[src/rtl/run_ctrl_pkg.sv]
// Shared types for the run controller: FSM state encoding, stop-mode codes
// and a width helper for the small phase counters.
package run_ctrl_pkg;

   typedef enum logic [2:0] {
      ST_HOLD  = 3'd0,
      ST_RUN   = 3'd1,
      ST_DRAIN = 3'd2,
      ST_SEL   = 3'd3,
      ST_OUT   = 3'd4,
      ST_DONE  = 3'd5
   } state_t;

   localparam logic [1:0] MODE_CYCLE  = 2'd0;
   localparam logic [1:0] MODE_RETIRE = 2'd1;
   localparam logic [1:0] MODE_PC     = 2'd2;
   localparam logic [1:0] MODE_ANY    = 2'd3;

   // Bits needed to count 0..n-1, never less than one bit.
   function automatic int cnt_width(input int n);
      return (n > 1) ? $clog2(n) : 1;
   endfunction

endpackage

[src/rtl/run_ctrl_sat_counter.sv]
// Up-counter that sticks at all-ones instead of wrapping; cleared only by reset.
module sat_counter #(
   parameter int W = 32
) (
   input  logic         clk,
   input  logic         rstn,
   input  logic         en,
   output logic [W-1:0] count
);

   logic [W-1:0] count_q;
   logic [W-1:0] count_d;

   always_comb begin
      count_d = count_q;
      if (en && (count_q != '1)) begin
         count_d = count_q + W'(1);
      end
   end

   always_ff @(posedge clk or negedge rstn) begin
      if (!rstn) begin
         count_q <= '0;
      end else begin
         count_q <= count_d;
      end
   end

   assign count = count_q;

endmodule

[src/rtl/run_ctrl.sv]
// Run controller: holds the CPU in reset, runs it until a stop condition,
// lets the pipeline drain, then streams out the register file one beat at a time.
module run_ctrl
   import run_ctrl_pkg::*;
#(
   parameter int CNT_W        = 32,
   parameter int NREGS        = 32,
   parameter int SEL_W        = 5,
   parameter int RESET_CYCLES = 2,
   parameter int DRAIN_CYCLES = 5
) (
   input  logic             clk,
   input  logic             rstn,
   input  logic [1:0]       stop_mode,
   input  logic [CNT_W-1:0] stop_limit,
   input  logic [31:0]      stop_pc,
   input  logic [31:0]      pc,
   input  logic             retire,
   output logic             cpu_rstn,
   output logic             cpu_stall,
   output logic [SEL_W-1:0] reg_sel,
   input  logic [31:0]      reg_data,
   output logic             dump_valid,
   input  logic             dump_ready,
   output logic [SEL_W-1:0] dump_idx,
   output logic [31:0]      dump_data,
   output logic [CNT_W-1:0] cycle_cnt,
   output logic [CNT_W-1:0] retire_cnt,
   output logic             done
);

   localparam int HOLD_W  = cnt_width(RESET_CYCLES);
   localparam int DRAIN_W = cnt_width(DRAIN_CYCLES);

   state_t             state_q, state_d;
   logic [HOLD_W-1:0]  hold_q, hold_d;
   logic [DRAIN_W-1:0] drain_q, drain_d;
   logic [SEL_W-1:0]   idx_q, idx_d;
   logic [SEL_W-1:0]   dump_idx_q, dump_idx_d;
   logic [31:0]        dump_data_q, dump_data_d;
   logic               count_en;
   logic               cyc_hit, ret_hit, pc_hit, stop_hit;

   sat_counter #(.W(CNT_W)) u_cycle_cnt (
      .clk   (clk),
      .rstn  (rstn),
      .en    (count_en),
      .count (cycle_cnt)
   );

   sat_counter #(.W(CNT_W)) u_retire_cnt (
      .clk   (clk),
      .rstn  (rstn),
      .en    (count_en & retire),
      .count (retire_cnt)
   );

   // A zero limit disables the count-based stops; otherwise the limit-1 compare
   // means the stopping cycle itself lands the counter exactly on the limit.
   always_comb begin
      cyc_hit  = (stop_limit != '0) && (cycle_cnt == stop_limit - CNT_W'(1));
      ret_hit  = (stop_limit != '0) && retire && (retire_cnt == stop_limit - CNT_W'(1));
      pc_hit   = (pc == stop_pc);
      stop_hit = 1'b0;
      case (stop_mode)
         MODE_CYCLE:  stop_hit = cyc_hit;
         MODE_RETIRE: stop_hit = ret_hit;
         MODE_PC:     stop_hit = pc_hit;
         MODE_ANY:    stop_hit = cyc_hit | ret_hit | pc_hit;
         default:     stop_hit = 1'b0;
      endcase
   end

   always_comb begin
      state_d     = state_q;
      hold_d      = hold_q;
      drain_d     = drain_q;
      idx_d       = idx_q;
      dump_idx_d  = dump_idx_q;
      dump_data_d = dump_data_q;
      count_en    = 1'b0;
      case (state_q)
         ST_HOLD: begin
            if (hold_q == HOLD_W'(RESET_CYCLES - 1)) begin
               state_d = ST_RUN;
            end else begin
               hold_d = hold_q + HOLD_W'(1);
            end
         end
         ST_RUN: begin
            count_en = 1'b1;
            if (stop_hit) begin
               state_d = ST_DRAIN;
               drain_d = '0;
            end
         end
         ST_DRAIN: begin
            count_en = 1'b1;
            if (drain_q == DRAIN_W'(DRAIN_CYCLES - 1)) begin
               state_d = ST_SEL;
               idx_d   = '0;
            end else begin
               drain_d = drain_q + DRAIN_W'(1);
            end
         end
         ST_SEL: begin
            // Register 0 is hardwired to zero in the CPU, so report it as such.
            dump_idx_d  = idx_q;
            dump_data_d = (idx_q == '0) ? 32'h0 : reg_data;
            state_d     = ST_OUT;
         end
         ST_OUT: begin
            if (dump_ready) begin
               if (idx_q == SEL_W'(NREGS - 1)) begin
                  state_d = ST_DONE;
               end else begin
                  idx_d   = idx_q + SEL_W'(1);
                  state_d = ST_SEL;
               end
            end
         end
         ST_DONE: begin
            state_d = ST_DONE;
         end
         default: begin
            state_d = ST_HOLD;
         end
      endcase
   end

   always_ff @(posedge clk or negedge rstn) begin
      if (!rstn) begin
         state_q     <= ST_HOLD;
         hold_q      <= '0;
         drain_q     <= '0;
         idx_q       <= '0;
         dump_idx_q  <= '0;
         dump_data_q <= '0;
      end else begin
         state_q     <= state_d;
         hold_q      <= hold_d;
         drain_q     <= drain_d;
         idx_q       <= idx_d;
         dump_idx_q  <= dump_idx_d;
         dump_data_q <= dump_data_d;
      end
   end

   assign cpu_rstn   = (state_q != ST_HOLD);
   assign cpu_stall  = (state_q == ST_SEL) || (state_q == ST_OUT) || (state_q == ST_DONE);
   assign reg_sel    = idx_q;
   assign dump_valid = (state_q == ST_OUT);
   assign dump_idx   = dump_idx_q;
   assign dump_data  = dump_data_q;
   assign done       = (state_q == ST_DONE);

endmodule

[config.mk]
export PLATFORM = sky130hd
export DESIGN_NAME = run_ctrl
export DESIGN_NICKNAME = d
export VERILOG_FILES = /design/src/rtl/run_ctrl_pkg.sv /design/src/rtl/run_ctrl_sat_counter.sv /design/src/rtl/run_ctrl.sv
export SDC_FILE = /design/constraint.sdc
export NUM_CORES = 1
export LEC_CHECK = 0
export BUFFER_PORTS_ARGS = -buffer_cell sky130_fd_sc_hd__buf_2
export CAP_MARGIN = 30
export CELL_PAD_IN_SITES_DETAIL_PLACEMENT = 1
export CELL_PAD_IN_SITES_GLOBAL_PLACEMENT = 2
export CORE_MARGIN = 2
export CORE_UTILIZATION = 33
export CTS_CLUSTER_DIAMETER = 150
export DETAILED_ROUTE_END_ITERATION = 6
export GPL_TIMING_DRIVEN = 0
export HOLD_SLACK_MARGIN = 0.02
export PLACE_DENSITY = 0.93
export SYNTH_ARGS = -nofsm -noshare
export SYNTH_HDL_FRONTEND = slang
export SYNTH_HIERARCHICAL = 1
export SYNTH_SLANG_ARGS = --single-unit
[constraint.sdc]
create_clock -name clk -period 4.2 [get_ports clk]
set_input_delay 0.84 -clock clk [delete_from_list [all_inputs] [get_ports clk]]
set_output_delay 0.84 -clock clk [all_outputs]
set_load 0.02 [all_outputs]
==> metrics.log, run 1 <==
[metrics] Slew HR: 37.74%
[metrics] post-route standard cell area excluding fillers: 0.01006 mm²
[metrics] Bufs on Longest Clock Path: 2
[metrics] flip-flop and latch count after synthesis: 113
[metrics] quantity of I/O buffers inserted on ports: 229
[metrics] combinational family with the most area after synthesis: simple AND/OR/NAND/NOR gates
[metrics] sequential power share: 32.9%
[metrics] count of nets after finishing: 1219
[metrics] worst setup margin: roughly 230 ps
[metrics] number of antenna diodes: 0
[metrics] share of async-settable or async-resettable flops after synthesis: 100.0%
[metrics] number of pins exceeding their max-slew limit in the final report: 0
[metrics] first-pass GRT wire length: 43820 µm
[metrics] result of the run: completed
[metrics] count of maximum capacitance violations: 0
[metrics] total detailed-routing wirelength: 28160 µm
[metrics] number of vias per cell: 5.453
[metrics] Synth Cell Area: slightly below 0.008 mm²
[metrics] clock network latency to the later pin of the worst-skew pair: 420 ps
[metrics] shortest clock period the worst path allows after layout: 3967 ps
[metrics] worst setup path category: in -> reg
[metrics] distinct cell type count after synthesis: 80
[metrics] buffers plus inverters on the worst setup path: 2
[metrics] Placed Area: 0.009442 mm²
[metrics] Initial DRT Pass Iterations: 5
[metrics] Synth Area in Compound Gates: about 12%
[metrics] endpoint type of the worst setup path: flop
[metrics] cell family with the largest share of critical-path delay: simple AND/OR/NAND/NOR gates
[metrics] clock buffer count from CTS: 17
[metrics] Fin Setup TNS: 0 ps
[metrics] Max Clock Freq: 252.1 MHz
[metrics] transition time at the pin with the least slew margin: 930.5 ps
[metrics] CP required: between 4000 and 5000 ps
[metrics] final-layout fill cell count: ~2800
[metrics] die area: 0.02508 mm²
[metrics] number of design rule violations left after detail routing: 0
[metrics] FF-to-FF path depth: 9
[metrics] Layout Cells excl Fill: 1408
[metrics] Pint: 2.821 mW
[metrics] number of failing hold endpoints at the final stage: 0
[metrics] chip width: roughly 160 µm
[metrics] area used by multi-input combinational logic: 0.004807 mm²
[metrics] height of the die: 158.4 µm
[metrics] sequential element share of the synthesized area: 35.96%
[metrics] cell total after placement: 1376
[metrics] number of placement rows: 56
[metrics] nets in the synthesized netlist: 970
[metrics] power density relative to cell area: around 460 mW/mm²
[metrics] synthesized-area fraction occupied by adder cells: 1.432%
[metrics] part of the cycle the worst path needs: a little over nine tenths
[metrics] starting utilization of the core area: between 30% and 40%
[metrics] RR Endpoint: u_retire_cnt/count[31]
[metrics] slowest stage delay, CP: ~740 ps
[metrics] synthesized area divided by synthesized cell count: between 9 and 10 µm²
[metrics] crit-path max FO: 10
[metrics] post-synthesis mux area share: 1.448%
[metrics] Synth Instances: about 830
[metrics] portion of total power attributed to the clock network: 33.3%
[metrics] worst r2r src: state_q[1]
[metrics] hold-fix buffers at CTS: 0
[metrics] critical path, cell by cell: buf_2 > inv_1 > ha_1 > nor3b_4 > nand3_1 > nor4_1 > xnor2_1 > o211a_1 > nand4_1 > o31ai_4 > o21ai_2 > mux2_4
[metrics] Iteration-0 DRC Markers: 480
[metrics] PnR Total Power: 4.607 mW
[metrics] xor/xnor share of the synthesized area: between 10% and 20%
[metrics] count of cells resized by post-cts repair: 0
[metrics] footprint of the flip-flops and latches: 0.002828 mm²
[metrics] Max Clock Skew: slightly above 10 ps
[metrics] P&R area growth vs syn: 27.91%
[metrics] number of top-level pins: 244
[metrics] TritonCTS clock tree: yes
[metrics] RSZ-0062 raised after global routing: false
[metrics] number of sinks driven by the clock tree: about 110
[metrics] overflow left after global routing: 0
[metrics] largest voltage drop on the vdd net: 247.9 µV
[metrics] kind of launch point of the worst setup path: input pin
[metrics] clock root buffer: sky130_fd_sc_hd__clkbuf_16
[metrics] total core area: 0.02340 mm²
[metrics] post-synthesis simple-gate area fraction: a little over a quarter
[metrics] clock-pin slew reported for the worst setup and hold paths after clock tree synthesis: 60 ps
[metrics] vias after detailed routing: about 7700
[metrics] slowest stage cell on the critical path: sky130_fd_sc_hd__nor4_1
[metrics] final setup vio count: 0
[metrics] Overall Global Routing Usage: between 20 and 25%
[metrics] switching power total: 1.786 mW
[metrics] final routed wire length divided by cell count: 20.00 µm
[metrics] number of synthesis warnings: 6
[metrics] most used flip-flop cell after synthesis: sky130_fd_sc_hd__dfrtp_1
[metrics] class of the tightest hold or removal check: in -> async
[metrics] data arrival time of the critical path: 4270 ps
[metrics] switching fraction of total power: around 39%
[metrics] internal reg-to-reg setup slack: between 800 and 900 ps
[metrics] combinational fraction of design power: about a third
[metrics] share of the core filled with cells in the final layout: 42.97%
[metrics] post-CTS setup buffer count: 0
[metrics] largest net degree at the start of global routing: ~80
[metrics] Hold Slack: 318.6 ps
[metrics] pre-CTS WS: -315.7 ps
[metrics] number of global-route vias before repair: a little under 8000
[metrics] final weighted congestion in routability-driven placement: 0.8807
[metrics] number of enable-type register cells in the synthesized netlist: 0
[metrics] number of levels the H-tree was split into: 4
[metrics] fraction of final layout cells sized beyond drive strength 1: 29.38%
[metrics] Static Leak: 4.440 nW
[metrics] antenna violations before repair: 1
[metrics] sum of net half-perimeters after detailed placement: 22160 µm
[metrics] remaining number of nets flagged by the antenna check after routing: 0
## kinds of logic after synthesis
logic type | after synthesis
AOI/OAI and AO/OA | 126
xor gates and xnor gates | 173
adders and majority gates | 9
buffers and inverters | 49
DFF | 113
muxes | 10
and+or+nand+nor | 347
## layout by cell type (no fill, tap or decap), types with 6 or more instances in the layout
master,n
sky130_fd_sc_hd__o211ai_1,6
sky130_fd_sc_hd__inv_1,16
sky130_fd_sc_hd__inv_6,6
sky130_fd_sc_hd__nor3b_1,6
sky130_fd_sc_hd__buf_2,232
sky130_fd_sc_hd__xor2_1,45
sky130_fd_sc_hd__nor3_1,21
sky130_fd_sc_hd__nand2_1,57
sky130_fd_sc_hd__nand4_1,51
sky130_fd_sc_hd__nand3_1,50
sky130_fd_sc_hd__a22o_1,32
sky130_fd_sc_hd__and4_1,12
sky130_fd_sc_hd__xnor2_1,127
sky130_fd_sc_hd__ha_1,9
sky130_fd_sc_hd__or3_1,11
sky130_fd_sc_hd__nor4_2,6
sky130_fd_sc_hd__nor4_1,25
sky130_fd_sc_hd__a31oi_1,6
sky130_fd_sc_hd__a21oi_1,15
sky130_fd_sc_hd__nand3b_1,7
sky130_fd_sc_hd__and3_1,6
sky130_fd_sc_hd__dfrtp_1,113
sky130_fd_sc_hd__o21ai_0,23
sky130_fd_sc_hd__clkbuf_1,22
sky130_fd_sc_hd__clkbuf_16,17
sky130_fd_sc_hd__nor2_1,47
## how the worst max path moves through the flow
| stage | from | to | slack, ps | cells past startpoint |
|---|---|---|---|---|
| finish | stop_limit[0] | drain_q[0] | 230 | 12 |
| global route | stop_limit[0] | drain_q[0] | 4 | 13 |
| CTS | stop_limit[0] | drain_q[0] | 150 | 13 |
| detailed placement | stop_limit[0] | drain_q[0] | -320 | 13 |
| global placement | stop_limit[0] | drain_q[0] | -280 | 13 |
| floorplan | stop_limit[0] | drain_q[0] | 730 | 11 |
## routing by layer
layer | up-vias | part of all wire, % | track usage (%)
met5 | - | 0.046 | 0
met4 | 2 | 1.4 | 6.263
met3 | 28 | 6.6 | 4.545
met2 | 252 | 48 | 38.14
met1 | 3830 | 44 | 29.56
li1 | 3566 | - | -
## cell type report
cell class,instances,area share (%)
buffer,33,1.729
clock buffer,17,4.230
clock inverter,15,1.829
inverter,16,0.5972
multi-input combinational,665,47.80
sequential,113,28.12
tap,319,3.969
timing repair buffer,230,11.73
## power by group through the flow
stage | clock network (mW) | registers [mW] | logic [mW]
finish | 1.54 | 1.52 | 1.55
global route | 1.61 | 1.55 | 1.71
CTS | 1.58 | 1.52 | 1.57
detailed placement | 0 | 1.54 | 1.56
global placement | 0 | 1.52 | 1.51
floorplan | 0 | 1.74 | 0.768
## sequential cells by signal (all words and copies together), names as in the netlist
signal	flops
drain_q	3
dump_data	32
dump_idx	5
hold_q	1
reg_sel	5
state_q	3
u_cycle_cnt/count	32
u_retire_cnt/count	32
## cell usage after synthesis, types with 3 or more instances
cell                        count  area [µm²]
sky130_fd_sc_hd__buf_2          4       20.02
sky130_fd_sc_hd__and4_1        12       105.1
sky130_fd_sc_hd__nand4_1       51       319.1
sky130_fd_sc_hd__nor4_2         6       75.07
sky130_fd_sc_hd__o2111ai_1      4       35.03
sky130_fd_sc_hd__nor4_1        25       156.4
sky130_fd_sc_hd__or3_1         11       68.82
sky130_fd_sc_hd__buf_6          4       45.04
sky130_fd_sc_hd__o211ai_1       6       45.04
sky130_fd_sc_hd__and2_1         3       18.77
sky130_fd_sc_hd__or4_1          5       37.54
sky130_fd_sc_hd__a31oi_1        6       37.54
sky130_fd_sc_hd__nor4_4         5       106.4
sky130_fd_sc_hd__nand3b_1       7       52.55
sky130_fd_sc_hd__o31ai_4        3       63.81
sky130_fd_sc_hd__inv_1         16       60.06
sky130_fd_sc_hd__nor2_1        47       176.4
sky130_fd_sc_hd__o31ai_1        4       30.03
sky130_fd_sc_hd__nand3_1       50       250.2
sky130_fd_sc_hd__and3_1         6       37.54
sky130_fd_sc_hd__o21ai_0       23       115.1
sky130_fd_sc_hd__a21oi_1       15       75.07
sky130_fd_sc_hd__nor3b_1        6       45.04
sky130_fd_sc_hd__nor3_2         4       40.04
sky130_fd_sc_hd__xnor2_1      127        1112
sky130_fd_sc_hd__ha_1           9       112.6
sky130_fd_sc_hd__nor3_1        21       105.1
sky130_fd_sc_hd__nand2_1       57       214.0
sky130_fd_sc_hd__xor2_1        45       394.1
sky130_fd_sc_hd__a22o_1        32       280.3
sky130_fd_sc_hd__nor2b_1        3       18.77
sky130_fd_sc_hd__mux2_2         5       56.30
sky130_fd_sc_hd__clkbuf_1      22       82.58
sky130_fd_sc_hd__or4_4          4       45.04
sky130_fd_sc_hd__dfrtp_1      113        2828
sky130_fd_sc_hd__nand2b_1       5       31.28
(Power assumes the default switching activity.)
==> inputs of run 2 (changes only) <==
Settings changed: CORE_MARGIN 2 to 5.
==> metrics.log, run 2 (synthesized netlist as in run 1, its figures left out) <==
[metrics] first-pass GRT wire length: approximately 45000 µm
[metrics] count of cells resized by post-cts repair: 0
[metrics] clock root buffer: sky130_fd_sc_hd__clkbuf_16
[metrics] post-CTS setup buffer count: 0
[metrics] area used by multi-input combinational logic: just under 0.005 mm²
[metrics] clock network latency to the later pin of the worst-skew pair: 430 ps
[metrics] worst setup path category: in -> reg
[metrics] number of global-route vias before repair: 7917
[metrics] Slew HR: 48.96%
[metrics] total detailed-routing wirelength: roughly 29000 µm
[metrics] largest net degree at the start of global routing: 82
[metrics] Fin Setup TNS: 0 ps
[metrics] Bufs on Longest Clock Path: 2
[metrics] shortest clock period the worst path allows after layout: 3956 ps
[metrics] switching power total: 1.803 mW
[metrics] number of sinks driven by the clock tree: ~110
[metrics] combinational fraction of design power: between 30% and 40%
[metrics] Initial DRT Pass Iterations: 5
[metrics] number of design rule violations left after detail routing: 0
[metrics] Overall Global Routing Usage: 21.13%
[metrics] class of the tightest hold or removal check: in -> async
[metrics] result of the run: completed
[metrics] part of the cycle the worst path needs: 94.19%
[metrics] largest voltage drop on the vdd net: ~290 µV
[metrics] chip width: between 150 and 200 µm
[metrics] Max Clock Freq: 252.8 MHz
[metrics] number of pins exceeding their max-slew limit in the final report: 0
[metrics] clock-pin slew reported for the worst setup and hold paths after clock tree synthesis: 60 ps
[metrics] remaining number of nets flagged by the antenna check after routing: 0
[metrics] number of failing hold endpoints at the final stage: 0
[metrics] height of the die: between 150 and 200 µm
[metrics] TritonCTS clock tree: yes
[metrics] sequential power share: 32.8%
[metrics] number of antenna diodes: 0
[metrics] data arrival time of the critical path: 4260 ps
[metrics] die area: between 0.02 and 0.03 mm²
[metrics] endpoint type of the worst setup path: flop
[metrics] CP required: 4500 ps
[metrics] FF-to-FF path depth: 11
[metrics] Max Clock Skew: roughly 13 ps
[metrics] count of nets after finishing: 1220
[metrics] Static Leak: 4.444 nW
[metrics] kind of launch point of the worst setup path: input pin
[metrics] fraction of final layout cells sized beyond drive strength 1: 29.45%
[metrics] portion of total power attributed to the clock network: 33.2%
[metrics] Layout Cells excl Fill: 1409
[metrics] hold-fix buffers at CTS: 0
[metrics] final routed wire length divided by cell count: 20.65 µm
[metrics] final-layout fill cell count: 2807
[metrics] antenna violations before repair: 3
[metrics] vias after detailed routing: 7712
[metrics] number of placement rows: 56
[metrics] total core area: 0.02347 mm²
[metrics] clock buffer count from CTS: 17
[metrics] starting utilization of the core area: 33.50%
[metrics] RSZ-0062 raised after global routing: false
[metrics] worst r2r src: state_q[1]
[metrics] number of levels the H-tree was split into: 4
[metrics] commonest cells after routing, fill and taps aside: 232 x sky130_fd_sc_hd__buf_2, 127 x sky130_fd_sc_hd__xnor2_1, 113 x sky130_fd_sc_hd__dfrtp_1, 57 x sky130_fd_sc_hd__nand2_1, 51 x sky130_fd_sc_hd__nand4_1
[metrics] launch point of the critical path: stop_limit[0]
[metrics] footprint of the flip-flops and latches: ~0.0028 mm²
[metrics] P&R area growth vs syn: 28.04%
[metrics] most common cell after layout, fill and taps aside: sky130_fd_sc_hd__buf_2
[metrics] number of vias per cell: 5.473
[metrics] final setup vio count: 0
[metrics] power density relative to cell area: between 400 and 500 mW/mm²
[metrics] transition time at the pin with the least slew margin: approximately 760 ps
[metrics] cell total after placement: 1377
[metrics] crit-path max FO: 10
[metrics] count of maximum capacitance violations: 0
[metrics] quantity of I/O buffers inserted on ports: roughly 230
[metrics] sum of net half-perimeters after detailed placement: roughly 23000 µm
[metrics] Iteration-0 DRC Markers: 460
[metrics] number of top-level pins: 244
[metrics] overflow left after global routing: 0
[metrics] final weighted congestion in routability-driven placement: 0.8914
[metrics] Pint: 2.830 mW
[metrics] switching fraction of total power: 38.91%
-- run 2: cell count changes in the layout (fill, tap and decap cells not counted) --
cell	previous run	this run
sky130_fd_sc_hd__buf_4	1	2
sky130_fd_sc_hd__clkinv_8	0	1
sky130_fd_sc_hd__inv_8	5	3
sky130_fd_sc_hd__inv_6	6	7
-- run 2: routing by layer --
metal / GRT usage, % / wire [µm]
met1: 27.60 / 12590
met2: 35.50 / 13830
met3: 4.216 / 2128
met4: 6.062 / 518
met5: 0 / 39
-- run 2: critical path: stages --
cell	delay [ps]
sky130_fd_sc_hd__buf_2	140
sky130_fd_sc_hd__inv_1	90
sky130_fd_sc_hd__ha_1	270
sky130_fd_sc_hd__nor3b_4	480
sky130_fd_sc_hd__nand3_1	330
sky130_fd_sc_hd__nor4_1	710
sky130_fd_sc_hd__xnor2_1	200
sky130_fd_sc_hd__o211a_1	180
sky130_fd_sc_hd__nand4_1	220
sky130_fd_sc_hd__o31ai_4	390
sky130_fd_sc_hd__o21ai_2	120
sky130_fd_sc_hd__mux2_4	270
-- run 2: stage by stage --
stage / utilization (%) / worst slack, ps / area (µm²) / power (mW) / hold slack [ps]
final: 42.89 / 244.2 / 10070 / 4.633 / 313.2
after global routing: 42.89 / 58.75 / 10070 / 4.892 / 331.4
after CTS: 42.86 / 102.3 / 10060 / 4.679 / 307.4
after detailed placement: 40.26 / -356.0 / 9449 / 3.113 / 461.8
after global placement: 40.08 / -293.7 / 9408 / 3.054 / 454.9
after floorplan: - / 731.6 / 7863 / 2.507 / 435.7
-- run 2: power by group through the flow --
| stage | logic [mW] | registers (mW) | clock network, mW |
|---|---|---|---|
| after CTS | 1.59 | 1.52 | 1.57 |
| final | 1.58 | 1.52 | 1.54 |
| after detailed placement | 1.57 | 1.54 | 0 |
| after global routing | 1.71 | 1.55 | 1.62 |
| after floorplan | 0.768 | 1.74 | 0 |
| after global placement | 1.53 | 1.52 | 0 |
-- run 2: path summary, 6_finish.rpt --
check	to	slack, ps
setup / recovery	drain_q[0]	240
hold / removal	u_cycle_cnt/count[26]	310
setup reg to reg	u_retire_cnt/count[29]	1120
hold reg to reg	dump_idx[1]	480
max in group asynchronous	u_retire_cnt/count[4]	3150
min in group clk	dump_idx[1]	480
-- run 2: area by class of cell --
class / count / share of cell area [%]
Buffer: 33 / 1.728
Clock buffer: 17 / 4.226
Clock inverter: 15 / 1.852
Inverter: 16 / 0.5966
Multi-Input combinational cell: 665 / 47.75
Sequential cell: 113 / 28.09
Tap cell: 319 / 3.965
Timing Repair Buffer: 231 / 11.79
